--- src/rtl/lsu_unit.sv ---
// Load/store unit: decodes core memory ops, drives a req/ack word memory, stalls until retire.
// Optional access timeout is compiled in with `define LSU_TIMEOUT_EN.
module lsu_unit #(
    parameter int unsigned TIMEOUT_CYC = 255,
    parameter int unsigned ADDR_W      = 32
) (
    input  logic              clk,
    input  logic              rst_n,
    input  logic              MemWrite,
    input  logic [1:0]        ResultSrc,
    input  logic [1:0]        Store,
    input  logic [2:0]        Load,
    input  logic [ADDR_W-1:0] addr,
    input  logic [31:0]       wdata,
    output logic [31:0]       rdata,
    output logic              done,
    output logic              stall,
    output logic              misalign_err,
    output logic              timeout_err,
    output logic              mem_req,
    output logic              mem_we,
    output logic [ADDR_W-1:0] mem_addr,
    output logic [3:0]        mem_wstrb,
    output logic [31:0]       mem_wdata,
    input  logic [31:0]       mem_rdata,
    input  logic              mem_ack
);

    typedef enum logic [1:0] {S_IDLE, S_BUSY, S_DONE} state_e;
    typedef enum logic [1:0] {SZ_B, SZ_H, SZ_W} size_e;
    typedef enum logic [2:0] {LD_B, LD_H, LD_W, LD_BU, LD_HU} ld_kind_e;

    state_e            state_q;
    ld_kind_e          ld_kind_q;
    logic [1:0]        off_q;
    logic              is_load_q;
    logic [31:0]       rdata_q;
    logic              done_q;
    logic              misalign_q;
    logic              mem_req_q;
    logic              mem_we_q;
    logic [ADDR_W-1:0] mem_addr_q;
    logic [3:0]        mem_wstrb_q;
    logic [31:0]       mem_wdata_q;

    logic              ld;
    logic              op;
    size_e             size_d;
    ld_kind_e          ld_kind_d;
    logic              misaligned;
    logic [3:0]        wstrb_d;
    logic [31:0]       wdata_d;
    logic [7:0]        byte_sel;
    logic [15:0]       half_sel;
    logic [31:0]       ext_rdata;

    assign ld = (ResultSrc == 2'b01);
    assign op = MemWrite | ld;

    // A simultaneous MemWrite and load request is resolved as a store.
    // NOTE: every always_comb output gets a default first so no path leaves it unassigned (no latch).
    always_comb begin
        ld_kind_d = LD_W;
        size_d    = SZ_W;
        case (Load)
            3'b000:  ld_kind_d = LD_B;
            3'b001:  ld_kind_d = LD_H;
            3'b011:  ld_kind_d = LD_BU;
            3'b100:  ld_kind_d = LD_HU;
            default: ld_kind_d = LD_W;
        endcase
        if (MemWrite) begin
            case (Store)
                2'b01:   size_d = SZ_H;
                2'b10:   size_d = SZ_B;
                default: size_d = SZ_W;
            endcase
        end else begin
            case (ld_kind_d)
                LD_B, LD_BU: size_d = SZ_B;
                LD_H, LD_HU: size_d = SZ_H;
                default:     size_d = SZ_W;
            endcase
        end
    end

    always_comb begin
        misaligned = 1'b0;
        wstrb_d    = 4'b1111;
        wdata_d    = wdata;
        case (size_d)
            SZ_B: begin
                wstrb_d = 4'b0001 << addr[1:0];
                wdata_d = {4{wdata[7:0]}};
            end
            SZ_H: begin
                misaligned = addr[0];
                wstrb_d    = addr[1] ? 4'b1100 : 4'b0011;
                wdata_d    = {2{wdata[15:0]}};
            end
            default: misaligned = (addr[1:0] != 2'b00);
        endcase
    end

    always_comb begin
        byte_sel = mem_rdata[7:0];
        case (off_q)
            2'd1:    byte_sel = mem_rdata[15:8];
            2'd2:    byte_sel = mem_rdata[23:16];
            2'd3:    byte_sel = mem_rdata[31:24];
            default: byte_sel = mem_rdata[7:0];
        endcase
        half_sel = off_q[1] ? mem_rdata[31:16] : mem_rdata[15:0];
        case (ld_kind_q)
            LD_B:    ext_rdata = {{24{byte_sel[7]}}, byte_sel};
            LD_BU:   ext_rdata = {24'h0, byte_sel};
            LD_H:    ext_rdata = {{16{half_sel[15]}}, half_sel};
            LD_HU:   ext_rdata = {16'h0, half_sel};
            default: ext_rdata = mem_rdata;
        endcase
    end

`ifdef LSU_TIMEOUT_EN
    localparam int CNT_W = ($clog2(TIMEOUT_CYC + 1) > 8) ? $clog2(TIMEOUT_CYC + 1) : 8;
    logic [CNT_W-1:0] cnt_q;
    logic             timeout_q;
    assign timeout_err = timeout_q;
`else
    assign timeout_err = 1'b0;
`endif

    // NOTE: sequential state uses non-blocking assignments only, so every flop samples pre-edge values.
    always_ff @(posedge clk or negedge rst_n) begin
        if (!rst_n) begin
            state_q     <= S_IDLE;
            ld_kind_q   <= LD_W;
            off_q       <= 2'b00;
            is_load_q   <= 1'b0;
            rdata_q     <= '0;
            done_q      <= 1'b0;
            misalign_q  <= 1'b0;
            mem_req_q   <= 1'b0;
            mem_we_q    <= 1'b0;
            mem_addr_q  <= '0;
            mem_wstrb_q <= '0;
            mem_wdata_q <= '0;
`ifdef LSU_TIMEOUT_EN
            cnt_q       <= '0;
            timeout_q   <= 1'b0;
`endif
        end else begin
            done_q     <= 1'b0;
            misalign_q <= 1'b0;
`ifdef LSU_TIMEOUT_EN
            timeout_q  <= 1'b0;
`endif
            case (state_q)
                S_IDLE: begin
                    if (op) begin
                        ld_kind_q <= ld_kind_d;
                        off_q     <= addr[1:0];
                        is_load_q <= ~MemWrite;
                        if (misaligned) begin
                            state_q    <= S_DONE;
                            done_q     <= 1'b1;
                            misalign_q <= 1'b1;
                            if (!MemWrite) rdata_q <= '0;
                        end else begin
                            state_q     <= S_BUSY;
                            mem_req_q   <= 1'b1;
                            mem_we_q    <= MemWrite;
                            mem_addr_q  <= {addr[ADDR_W-1:2], 2'b00};
                            mem_wstrb_q <= MemWrite ? wstrb_d : 4'b0000;
                            mem_wdata_q <= MemWrite ? wdata_d : 32'h0;
`ifdef LSU_TIMEOUT_EN
                            cnt_q       <= '0;
`endif
                        end
                    end
                end
                S_BUSY: begin
                    // An ack in the terminal-count cycle takes priority over the timeout.
                    if (mem_ack) begin
                        state_q     <= S_DONE;
                        done_q      <= 1'b1;
                        mem_req_q   <= 1'b0;
                        mem_wstrb_q <= 4'b0000;
                        if (is_load_q) rdata_q <= ext_rdata;
                    end
`ifdef LSU_TIMEOUT_EN
                    else if (cnt_q == CNT_W'(TIMEOUT_CYC - 1)) begin
                        state_q     <= S_DONE;
                        done_q      <= 1'b1;
                        timeout_q   <= 1'b1;
                        mem_req_q   <= 1'b0;
                        mem_wstrb_q <= 4'b0000;
                        if (is_load_q) rdata_q <= '0;
                    end else begin
                        cnt_q <= cnt_q + CNT_W'(1);
                    end
`endif
                end
                S_DONE:  state_q <= S_IDLE;
                default: state_q <= S_IDLE;
            endcase
        end
    end

    assign stall        = rst_n & (((state_q == S_IDLE) & op) | (state_q == S_BUSY));
    assign rdata        = rdata_q;
    assign done         = done_q;
    assign misalign_err = misalign_q;
    assign mem_req      = mem_req_q;
    assign mem_we       = mem_we_q;
    assign mem_addr     = mem_addr_q;
    assign mem_wstrb    = mem_wstrb_q;
    assign mem_wdata    = mem_wdata_q;

endmodule

--- config.mk ---
export PLATFORM = sky130hd
export DESIGN_NAME = lsu_unit
export DESIGN_NICKNAME = d
export VERILOG_FILES = /design/src/rtl/lsu_unit.sv
export SDC_FILE = /design/constraint.sdc
export NUM_CORES = 1
export LEC_CHECK = 0
export BUFFER_PORTS_ARGS = -buffer_cell sky130_fd_sc_hd__buf_2
export CORE_MARGIN = 4
export CORE_UTILIZATION = 53
export CTS_CLUSTER_DIAMETER = 50
export DETAILED_ROUTE_END_ITERATION = 10
export PLACE_DENSITY = 0.86
export RECOVER_POWER = 25
export SLEW_MARGIN = 10
export SYNTH_ARGS = -nofsm -noshare
export SYNTH_HDL_FRONTEND = slang
export SYNTH_SLANG_ARGS = --single-unit
--- constraint.sdc ---
create_clock -name clk -period 3.55 [get_ports clk]
set_input_delay 0 -clock clk [delete_from_list [all_inputs] [get_ports clk]]
set_output_delay 0 -clock clk [all_outputs]
set_load 0.1 [all_outputs]
==> summary.md <==
| Metric | Value |
|---|---|
| Type of the worst min-delay path | `input pin to register` |
| Bufs on Longest Clock Path | `2` |
| Type of the worst setup path | `register to register` |
| Worst R2R Start | `state_q[1]$_DFFE_PN0P_` |
| Site row count | `36` |
| CP required | `3870 ps` |
| Highest routed metal layer | `met4` |
| Setup slack, reg-to-reg | `780 ps` |
| Endpoint kind of the worst setup timing path | `register` |
| Max-cap check violation count | `1` |
| Clock skew after layout | `17.5 ps` |
| Synth Cell Area | `0.00543 sq mm` |
| Worst hold stages | `4` |
| Slowest stage cell, crit path | `sky130_fd_sc_hd__and3_1` |
| Area delta synth->final | `40.1%` |
| Number of cell instances on the worst register-to-register path | `5` |
| Post-route met1 wirelength | `6.86 mm` |
| Crit path time final | `2770 ps` |
| Share of post-route cells with drive strength above 1 | `32.6%` |
| Number of top-level pins | `213` |
| Initial Utilization | `55.0%` |
| Tightest slew margin relative to the limit | `-7.70%` |
| Violated checks | `capacitance limit, slew limit` |
| Number of different library cells in the post-synthesis netlist | `53` |
| Crit path launch type | `register` |
| DRC viols | `0` |
| Critical-path maximum fanout | `22` |
| Status | `finished with violations` |
| TritonCTS clock tree | `yes` |
| Count of input and output buffers | `209` |
| Fmax achieved | `361 MHz` |
| Number of post-CTS setup repair buffers | `0` |
| Final hold vios | `0` |
| Die height | `109 microns` |
| Share of synthesized area occupied by flip-flops and latches | `50.7%` |
| Cell Chain, Critical Path | `nor3_1, and3_1, o21a_1, a22o_1, dlygate4sd3_1` |
| Wire length per cell | `18.8 microns` |
| Skew-Pair Late Insertion Delay | `390 ps` |
| Via total after detailed routing | `5,337` |
| Routed wire length | `17.7 mm` |
| First-pass iteration count of the detailed router | `5` |
| Critical Path Max Stage Delay | `840 ps` |
| Fin crit share | `78.0%` |
| Number of global-route vias before repair | `5,519` |
| Avg Cell Area, Syn | `10.4 sq um` |
| Number of instances in the synthesized netlist | `522` |
| CTS sink cnt | `110` |
| Detailed-routed wire length on met2 | `8.75 mm` |
| Full die area | `0.0119 sq mm` |
| Final weighted congestion in routability-driven placement | `0.918` |
| Number of H-tree branching levels | `3` |
| Detailed route wirelength on metal3 | `1.35 mm` |
| Summed negative setup slack over all endpoints | `0 ps` |
| HPWL after DPL | `11.1 mm` |
| Worst-case hold path end point | `is_load_q$_DFFE_PN0P_` |
| Number of setup violations in the final report | `0` |
| Setup repair after global routing missed its margin | `no` |
| Critical path arrival | `3090 ps` |
| Capture point of the worst reg-to-reg path | `mem_wdata[27]$_DFFE_PN0P_` |
| Number of antenna-violating nets in the routed design | `0` |
| Number of buffers created by CTS | `9` |
| Clock Tree Root | `sky130_fd_sc_hd__clkbuf_8` |
| Resize count post-CTS | `0` |
| Clock slew at reported path FFs | `110 ps` |
| All-layer global routing usage | `29.3%` |
| Final-stage net count | `907` |
| Yosys synthesis warning count | `0` |
| Tightest Pin Transition | `1620 ps` |
| Remaining global-route overflow | `0` |
| Global-route wire length before repair | `27.3 mm` |
| Average vias per placed instance | `5.69` |
| Initial DRC count | `395` |
| Core Area | `0.00986 sq mm` |
| Number of antenna violations at the first check in global routing | `0` |
| Largest net degree at the start of global routing | `64` |
| Number of enable flip-flop cells after synthesis | `0` |
| Share of flip-flops with an asynchronous set or reset after synthesis | `100%` |
| Final-report max-slew violation count | `64` |
| Count of hold-fix buffers inserted at cts | `90` |
| Top FF cell, synth | `sky130_fd_sc_hd__dfrtp_1` |
| Seq cells post-synth | `110` |
| Die width | `109 microns` |
| Critical hold path startpoint | `ResultSrc[1]` |
## registers in the layout (all words and copies together), names as in the netlist
| register | count |
|---|---|
| mem_wdata | 32 |
| rdata | 32 |
| mem_addr | 30 |
| mem_wstrb | 4 |
| ld_kind_q | 3 |
| off_q | 2 |
| state_q | 2 |
| done | 1 |
| is_load_q | 1 |
| mem_req | 1 |
| mem_we | 1 |
| misalign_err | 1 |
## synth_stat cells, types with 11 or more instances
master                       n  share of area [%]
sky130_fd_sc_hd__nand3_1    11                1.0
sky130_fd_sc_hd__nand2_1    77                5.3
sky130_fd_sc_hd__mux2_2     27                5.6
sky130_fd_sc_hd__clkbuf_1   13               0.90
sky130_fd_sc_hd__o21ai_0    37                3.4
sky130_fd_sc_hd__nor2b_1    11                1.3
sky130_fd_sc_hd__buf_2      20                1.8
sky130_fd_sc_hd__dfrtp_1   109                 50
sky130_fd_sc_hd__a21oi_1    16                1.5
sky130_fd_sc_hd__nor2_1     27                1.9
sky130_fd_sc_hd__mux2i_1    17                3.1
sky130_fd_sc_hd__a22o_1     28                4.5
sky130_fd_sc_hd__o21a_1     14                1.9
## layout by cell type (no fill, tap or decap), types with 2 or more instances in the layout
master | netlist | layout
sky130_fd_sc_hd__nor3b_1 | 3 | 3
sky130_fd_sc_hd__clkbuf_8 | 0 | 9
sky130_fd_sc_hd__nand3_1 | 11 | 11
sky130_fd_sc_hd__o221ai_1 | 2 | 2
sky130_fd_sc_hd__a22o_1 | 28 | 28
sky130_fd_sc_hd__o211ai_1 | 9 | 9
sky130_fd_sc_hd__clkbuf_1 | 13 | 19
sky130_fd_sc_hd__and2_1 | 3 | 3
sky130_fd_sc_hd__o22ai_1 | 6 | 6
sky130_fd_sc_hd__o21ai_0 | 37 | 37
sky130_fd_sc_hd__a211oi_1 | 7 | 7
sky130_fd_sc_hd__o41ai_2 | 6 | 6
sky130_fd_sc_hd__xnor2_1 | 3 | 3
sky130_fd_sc_hd__inv_1 | 10 | 10
sky130_fd_sc_hd__a32o_1 | 3 | 3
sky130_fd_sc_hd__mux2_2 | 27 | 27
sky130_fd_sc_hd__conb_1 | 1 | 3
sky130_fd_sc_hd__nand2_1 | 77 | 77
sky130_fd_sc_hd__nor3_1 | 1 | 2
sky130_fd_sc_hd__o21a_1 | 14 | 14
sky130_fd_sc_hd__bufinv_16 | 0 | 2
sky130_fd_sc_hd__buf_2 | 20 | 190
sky130_fd_sc_hd__buf_4 | 5 | 7
sky130_fd_sc_hd__a31oi_1 | 6 | 6
sky130_fd_sc_hd__mux2i_1 | 17 | 17
sky130_fd_sc_hd__mux2_4 | 5 | 5
sky130_fd_sc_hd__nor2_1 | 27 | 27
sky130_fd_sc_hd__and3_1 | 2 | 2
sky130_fd_sc_hd__o31ai_1 | 8 | 8
sky130_fd_sc_hd__a21oi_1 | 16 | 16
sky130_fd_sc_hd__nor2b_1 | 11 | 11
sky130_fd_sc_hd__dlygate4sd3_1 | 0 | 90
sky130_fd_sc_hd__nand2b_1 | 8 | 8
sky130_fd_sc_hd__or2_2 | 3 | 3
sky130_fd_sc_hd__dfrtp_1 | 109 | 109
## area by class of cell
class	instances	area, sq um
timing repair buffer	307	2000
tap	133	166
inverter	10	37.5
clock buffer	10	128
clock inverter	6	92.6
antenna	1	2.50
fill	612	2260
sequential	110	2750
multi-input combinational	361	2430
## worst max path at each step
| stage | from | to | slack (ps) | cells past startpoint |
|---|---|---|---|---|
| CTS | state_q[1]$_DFFE_PN0P_ | mem_wdata[29]$_DFFE_PN0P_ | 1020 | 5 |
| finish | state_q[1]$_DFFE_PN0P_ | mem_wdata[27]$_DFFE_PN0P_ | 780 | 5 |
| global route | state_q[1]$_DFFE_PN0P_ | mem_wdata[29]$_DFFE_PN0P_ | 680 | 5 |
| detailed placement | ld_kind_q[2]$_DFFE_PN0P_ | rdata[19]$_DFFE_PN0P_ | 1230 | 3 |
| global placement | off_q[1]$_DFFE_PN0P_ | rdata[19]$_DFFE_PN0P_ | 1400 | 5 |
| floorplan | state_q[1]$_DFFE_PN0P_ | stall | 390 | 4 |
## worst max-delay path, delay by kind of cell (launching register included)
kind / cells / cell delay (ps)
compound gates: 2 / 350
flops: 1 / 480
simple gates: 2 / 1310
buf+inv: 1 / 560
## cells by family (layout without fill, tap and decap cells)
logic type	Yosys count	in the layout	share of synthesized area (%)
compound gates	151	151	20.2
mux	50	50	10.5
xor+xnor	4	4	0.646
other cells	1	4	0.0691
simple gates	152	152	12.7
buf+inv	53	333	4.89
fa+ha+maj	1	1	0.230
flops	110	110	50.7
## per-layer routing
layer	global-route usage [%]	vias up
met5	0	-
met4	14.8	0
met3	5.45	58
met2	50.8	310
met1	34.8	2557
li1	-	2412
## metrics by stage
stage               instance area, sq um  setup slack (ps)  hold WS [ps]  util, %  instances
floorplan                           5440               387          -296        -        524
global placement                    6510              1400           129     66.0        831
detailed placement                  6510              1230           134     66.0        831
CTS                                 7630              1020          3.06     77.4        937
global route                        7600               683          21.9     77.1        937
finish                              7600               780          13.1     77.1        938
Power is left out: the tool's default activity adds up to more than one toggle a clock period on the data nets, which glitch-free logic cannot reach.
